**config.mk**
```make
export PLATFORM = sky130hd
export DESIGN_NAME = nios2_small_onchip_mem_arbiter
export DESIGN_NICKNAME = d
export VERILOG_FILES = /design/src/rtl/nios2_small_mem_pkg.sv /design/src/rtl/nios2_small_rr_arb2.sv /design/src/rtl/nios2_small_onchip_mem_arbiter.sv
export SDC_FILE = /design/constraint.sdc
export NUM_CORES = 1
export LEC_CHECK = 0
export CORE_MARGIN = 2
export CORE_UTILIZATION = 33
export DETAILED_ROUTE_END_ITERATION = 12
export GPL_ROUTABILITY_DRIVEN = 1
export PLACE_DENSITY = 0.79
export SLEW_MARGIN = 20
export SYNTH_ARGS = -nofsm -noshare
export SYNTH_HDL_FRONTEND = slang
export SYNTH_SLANG_ARGS = --single-unit
```
**constraint.sdc**
```tcl
create_clock -name clk -period 2.8 [get_ports clk]
set_input_delay 0.84 -clock clk [delete_from_list [all_inputs] [get_ports clk]]
set_output_delay 0.84 -clock clk [all_outputs]
set_load 0.01 [all_outputs]
```
**src/rtl/nios2_small_mem_pkg.sv**
```systemverilog
// nios2_small_mem_pkg: shared defaults, port indices and lock FSM states for the on-chip memory arbiter
package nios2_small_mem_pkg;
    localparam int ADDR_W_DEF = 14;
    localparam int DATA_W_DEF = 32;
    localparam int DEPTH_DEF  = 10240;
    localparam logic PORT0 = 1'b0;
    localparam logic PORT1 = 1'b1;
    typedef enum logic [1:0] {ST_OPEN, ST_LOCK0, ST_LOCK1} lock_state_e;
endpackage

```
**src/rtl/nios2_small_rr_arb2.sv**
```systemverilog
// nios2_small_rr_arb2: two-way round-robin grant with a lock that pins the grant to one owner
module nios2_small_rr_arb2
    import nios2_small_mem_pkg::*;
(
    input  logic       clk,
    input  logic       reset,
    input  logic [1:0] req_i,
    input  logic [1:0] lock_i,
    output logic [1:0] gnt_o
);
    lock_state_e state_q, state_d;
    logic        rr_last_q, rr_last_d;

    always_comb begin
        gnt_o = reset ? 2'b00 :
                (state_q == ST_LOCK0) ? {1'b0, req_i[0]} :
                (state_q == ST_LOCK1) ? {req_i[1], 1'b0} :
                (&req_i) ? ((rr_last_q == PORT1) ? 2'b01 : 2'b10) : req_i;
    end

    // A lock ends when the owner releases it on a grant or stops requesting.
    always_comb begin
        state_d = (state_q == ST_LOCK0) ? ((req_i[0] && lock_i[0]) ? ST_LOCK0 : ST_OPEN) :
                  (state_q == ST_LOCK1) ? ((req_i[1] && lock_i[1]) ? ST_LOCK1 : ST_OPEN) :
                  (gnt_o[0] && lock_i[0]) ? ST_LOCK0 :
                  (gnt_o[1] && lock_i[1]) ? ST_LOCK1 : ST_OPEN;
        rr_last_d = (|gnt_o) ? gnt_o[1] : rr_last_q;
    end

    always_ff @(posedge clk) begin
        if (reset) begin
            state_q   <= ST_OPEN;
            rr_last_q <= PORT1;
        end else begin
            state_q   <= state_d;
            rr_last_q <= rr_last_d;
        end
    end
endmodule

```
**src/rtl/nios2_small_onchip_mem_arbiter.sv**
```systemverilog
// nios2_small_onchip_mem_arbiter: two requesters sharing one on-chip memory with 1-cycle read latency
module nios2_small_onchip_mem_arbiter
    import nios2_small_mem_pkg::*;
#(
    parameter int ADDR_W = ADDR_W_DEF,
    parameter int DATA_W = DATA_W_DEF,
    parameter int DEPTH  = DEPTH_DEF
) (
    input  logic                clk,
    input  logic                reset,
    input  logic [ADDR_W-1:0]   m0_address,
    input  logic [DATA_W/8-1:0] m0_byteenable,
    input  logic                m0_read,
    input  logic                m0_write,
    input  logic [DATA_W-1:0]   m0_writedata,
    input  logic                m0_lock,
    output logic                m0_waitrequest,
    output logic [DATA_W-1:0]   m0_readdata,
    output logic                m0_readdatavalid,
    input  logic [ADDR_W-1:0]   m1_address,
    input  logic [DATA_W/8-1:0] m1_byteenable,
    input  logic                m1_read,
    input  logic                m1_write,
    input  logic [DATA_W-1:0]   m1_writedata,
    input  logic                m1_lock,
    output logic                m1_waitrequest,
    output logic [DATA_W-1:0]   m1_readdata,
    output logic                m1_readdatavalid,
    output logic [ADDR_W-1:0]   mem_address,
    output logic [DATA_W/8-1:0] mem_byteenable,
    output logic                mem_chipselect,
    output logic                mem_write,
    output logic [DATA_W-1:0]   mem_writedata,
    output logic                mem_clken,
    input  logic [DATA_W-1:0]   mem_readdata
);
    logic [1:0]          req, gnt;
    logic                any, g_wr, in_rng;
    logic [ADDR_W-1:0]   g_addr, addr_q, addr_d;
    logic [DATA_W/8-1:0] g_be, be_q, be_d;
    logic [DATA_W-1:0]   g_wd, wd_q, wd_d, rd_word;
    logic                pend_v_q, pend_v_d, pend_p_q, pend_p_d, pend_z_q, pend_z_d;

    assign req = {m1_read | m1_write, m0_read | m0_write};

    nios2_small_rr_arb2 u_arb (
        .clk    (clk),
        .reset  (reset),
        .req_i  (req),
        .lock_i ({m1_lock, m0_lock}),
        .gnt_o  (gnt)
    );

    always_comb begin
        any    = |gnt;
        g_addr = gnt[1] ? m1_address : m0_address;
        g_be   = gnt[1] ? m1_byteenable : m0_byteenable;
        g_wd   = gnt[1] ? m1_writedata : m0_writedata;
        g_wr   = gnt[1] ? m1_write : m0_write;
        in_rng = 32'(g_addr) < 32'(DEPTH);
        addr_d = any ? g_addr : addr_q;
        be_d   = any ? g_be : be_q;
        wd_d   = any ? g_wd : wd_q;
        pend_v_d = any && !g_wr;
        pend_p_d = gnt[1];
        pend_z_d = !in_rng;
    end

    // Accesses beyond DEPTH are accepted but never reach the memory.
    always_comb begin
        m0_waitrequest   = !gnt[0];
        m1_waitrequest   = !gnt[1];
        mem_chipselect   = any && in_rng;
        mem_write        = any && in_rng && g_wr;
        mem_address      = reset ? '0 : addr_d;
        mem_byteenable   = reset ? '0 : be_d;
        mem_writedata    = reset ? '0 : wd_d;
        mem_clken        = 1'b1;
        rd_word          = pend_z_q ? '0 : mem_readdata;
        m0_readdatavalid = !reset && pend_v_q && (pend_p_q == PORT0);
        m1_readdatavalid = !reset && pend_v_q && (pend_p_q == PORT1);
        m0_readdata      = m0_readdatavalid ? rd_word : '0;
        m1_readdata      = m1_readdatavalid ? rd_word : '0;
    end

    always_ff @(posedge clk) begin
        if (reset) begin
            addr_q   <= '0;
            be_q     <= '0;
            wd_q     <= '0;
            pend_v_q <= 1'b0;
            pend_p_q <= PORT0;
            pend_z_q <= 1'b0;
        end else begin
            addr_q   <= addr_d;
            be_q     <= be_d;
            wd_q     <= wd_d;
            pend_v_q <= pend_v_d;
            pend_p_q <= pend_p_d;
            pend_z_q <= pend_z_d;
        end
    end
endmodule
```
==> impl_summary.txt, run 1 <==
----------------------------------------------------
[Layout]
  Nets ... 896
  Fill cell total of the finished layout ... just over 700
  Fraction of layout cells with a size suffix above 1 ... 0.345
  Number of standard cells in the layout, taps in and fillers out ... 887
  Area overhead of the layout relative to synthesis ... 116%

[Worst hold path]
  Beginning of the worst hold path ... wd_q[5]
  Worst min path class ... reg2reg

[Synthesis]
  Most frequently used flop master after synthesis ... sky130_fd_sc_hd__dfxtp_1
  Average cell area after synthesis ... 7.20 um^2
  Fraction of post-synthesis cell area in the top cell type by area ... 0.353
  Yosys warnings ... 0
  Netlist Area Pre-Place ... 3170 um^2
  Number of synthesized flops with an enable pin ... 0
  Most common cell in the netlist ... sky130_fd_sc_hd__nor2_1
  Mapped Nets ... 581
  Async set-reset flop share out of synthesis ... 0
  Fraction of the yosys area taken by sequential cells ... 0.353
  Cells taking the most area after synthesis ... sky130_fd_sc_hd__dfxtp_1 35%, sky130_fd_sc_hd__a31oi_1 9.9%, sky130_fd_sc_hd__nand3_1 8.5%, sky130_fd_sc_hd__o21ai_0 8.2%, sky130_fd_sc_hd__nor2_1 8.0%
  Number of standard cells after synthesis ... 441
  Count of unique library cells instantiated by Yosys ... 35
  Top cell type by total area after synthesis ... sky130_fd_sc_hd__dfxtp_1
  Register bit count reported by yosys ... 56
  Top cells by count, synth ... 68 x sky130_fd_sc_hd__nor2_1, 56 x sky130_fd_sc_hd__dfxtp_1, 54 x sky130_fd_sc_hd__nand3_1

[Clocking]
  Num Clock Sinks ... 56
  TritonCTS clock tree ... done
  Depth of the CTS H-tree ... 2
  Clock latency of the later-clocked register in the worst-skew pair ... 320 ps
  Clock root buffer ... sky130_fd_sc_hd__clkbuf_8
  Maximum count of clock buffers along a single path ... 2
  Clock transition at the registers of the reported paths ... 110 ps
  CTS buffer count ... 5
  Hold_buf cts ... 0

[Die]
  Std-Cell Core Area ... 9280 um^2
  Die Span X ... between 100 and 150 um
  Cell row count ... 35
  Die area ... 10400 um^2
  Initial core utilization ... 0.342
  Die Height ... 102 um
  Number of placed I/O pins ... 261

[Critical path]
  Start point of the critical path ... m1_read
  Critical path class ... in2out
  Largest fanout of any net on the critical path ... 6
  Crit path arrival time ... about 2200 ps
  Total buffers and inverters traversed by the critical path ... 5
  Most used cell along the critical path ... sky130_fd_sc_hd__buf_12
  Largest stage delay on the critical path ... 260 ps
  Cells along the critical path ... buf_8 -> or2_4 -> o311ai_4 -> buf_12 -> buf_12 -> buf_16 -> o21ai_2 -> a31oi_2 -> buf_2
  WP data required ... around 2000 ps
  Cell family with the largest share of critical-path delay ... buffers and inverters
  Critical Path Sink Type ... output pin
  Worst-path cell with the longest stage delay ... sky130_fd_sc_hd__or2_4
  Element type at the critical path start ... primary input
  Startpoint of the lowest-slack register-to-register path ... u_arb.state_q[1]

[Global route]
  Wire length of the first global-routing pass ... 24200 um
  Largest net degree at the start of global routing ... 55
  Vias in the first global route ... 4891
  Total gr overflow ... 0
  Number of antenna violations at the first check in global routing ... 0
  GR Util All Layers ... 0.297

[Route]
  Via Count ... 4824
  DRT iter0 DRCs ... approximately 230
  Count of unresolved DRC violations after routing ... 0
  Post-DR vias/cell ... 5.44
  Total wire length after detailed routing ... 17000 um
  Detail-routed net length per standard cell ... approximately 19 um
  Residual antenna-violating net count after detailed routing ... 0
  First-pass iteration count of the detailed router ... 5

[Placement]
  Final Wtd Congestion ... approximately 0.8
  Dpl hpwl ... 10700 um
  Number of placed cells counting well taps ... 811
  Port Buffers ... roughly 260

[Timing]
  Count of final max-slew check failures ... 0
  Setup repair after global routing missed its margin ... yes
  Hold_ws ... around 550 ps
  Final Worst Setup Slack ... -275 ps
  Measured slew at the worst slew-check pin ... 711 ps
  Total negative slack ... -10280 ps
  Number of endpoints with negative hold slack in the final report ... 0
  Count of final setup violators ... 54
  Share of the clock period used by the worst path after layout ... 1.10
  Achievable Freq ... 325 MHz
  Worst Skew ... a little over 20 ps
  Slew headroom ... 0.525
  Final worst path period need ... 3070 ps

[Pwr]
  Max rail drop VDD ... 0.000283 V
  Leakage power summed over all cells ... 3.00 nW
  Pwr/cell area ... 365 nW/um^2
  Final total power ... 2.50 mW

[Flow run]
  Max-cap violation count ... 0

[Status]
  Result of the run ... complete, but fails checks
  Violated checks ... negative setup slack

----------------------------------------------------
==> metal layers <==
layer,GRT usage,part of all wire,vias up,routed length (um)
li1,-,-,2195,-
met2,0.558,0.52,287,8800
met4,0.169,0.063,0,1070
met3,0.0793,0.082,86,1400
met5,0,0,-,0
met1,0.293,0.34,2256,5740
==> tightest hold or removal path: cells and delay by family (launching register included) <==
kind            cells  cell delay [ps]
flops               1              310
compound gates      2              190
==> through the flow <==
| step | worst slack, ps | area (um^2) | utilization |
|---|---|---|---|
| 2_1_floorplan | 52.8 | 3170 | - |
| 3_3_place_gp | -1030 | 5980 | 0.644 |
| 3_5_place_dp | -1080 | 5980 | 0.644 |
| 4_1_cts | -251 | 6660 | 0.717 |
| 5_1_grt | -303 | 6840 | 0.737 |
| 6_report | -275 | 6840 | 0.737 |
==> layout by cell type (no fill, tap or decap), types with 13 or more instances in the layout <==
cell and count:
sky130_fd_sc_hd__clkbuf_2 14, sky130_fd_sc_hd__nor2_1 63, sky130_fd_sc_hd__dfxtp_1 56, sky130_fd_sc_hd__o21ai_0 51
sky130_fd_sc_hd__buf_12 13, sky130_fd_sc_hd__clkdlybuf4s50_1 132, sky130_fd_sc_hd__nand3_2 19, sky130_fd_sc_hd__nand3_1 34
sky130_fd_sc_hd__buf_4 68, sky130_fd_sc_hd__nand2b_1 32, sky130_fd_sc_hd__a31oi_2 22, sky130_fd_sc_hd__a31oi_1 27
sky130_fd_sc_hd__o21ai_2 15, sky130_fd_sc_hd__dlygate4sd2_1 42, sky130_fd_sc_hd__buf_2 55, sky130_fd_sc_hd__o21ai_1 34
==> final timing paths <==
check | end | slack (ps) | cells after the start
setup / recovery | mem_address[9] | -270 | 9
hold / removal | wd_q[5] | 550 | 2
setup reg to reg | addr_q[10] | 460 | 14
hold reg to reg | wd_q[5] | 550 | 2
==> flip-flops by register name, summed over array words and instances, names as in the netlist <==
name and cells:
addr_q 14, pend_z_q 1, u_arb.state_q 2, u_arb.rr_last_q 1, pend_v_q 1, pend_p_q 1, be_q 4, wd_q 32
==> cells by family (layout without fill, tap and decap cells) <==
group | count (synthesis) | in the layout | share of synthesized area
AO/OA/AOI/OAI | 162 | 162 | 0.293
buffers and inverters | 56 | 372 | 0.0982
flip-flops | 56 | 56 | 0.353
other | 1 | 2 | 0.00118
AND/OR/NAND/NOR | 166 | 166 | 0.254
==> cell type report <==
class	instances	area [um^2]	share of cell area
inverters	7	28.8	0.00421
clock buffers	6	72.6	0.0106
flip-flops and latches	56	1120	0.164
clock inverters	2	13.8	0.00201
repair buffers	357	3300	0.483
multi-input cells	329	2140	0.312
well taps	129	161	0.0236
diodes	1	2.50	0.000366
==> report_power, final <==
group	internal, mW	total, mW	leakage, nW	switching [mW]
combinational	0.618	1.14	2.48	0.520
clock	0.180	0.461	0.0456	0.281
sequential	0.870	0.898	0.470	0.0273
total	1.67	2.50	3.00	0.828
==> what timing repair did <==
action | CTS | global route
resized for setup | 393 | 74
gates cloned | 9 | 1
setup endpoints to repair | 120 | 77
buffers inserted | 49 | 14
pin swaps | 58 | 28
Note: power is estimated with default switching activity, not from simulation.
==> run 2: changes to the inputs <==
Settings changed: ABC_CLOCK_PERIOD_IN_PS set to 2800.
==> results of run 2 <==
No change in the layout: final DEF, timing and power equal those of run 1.
==> run 3: changes to the inputs <==
Settings changed: SLEW_MARGIN 20 to unset.
==> results of run 3 <==
No change in the layout: final DEF, timing and power equal those of run 1.
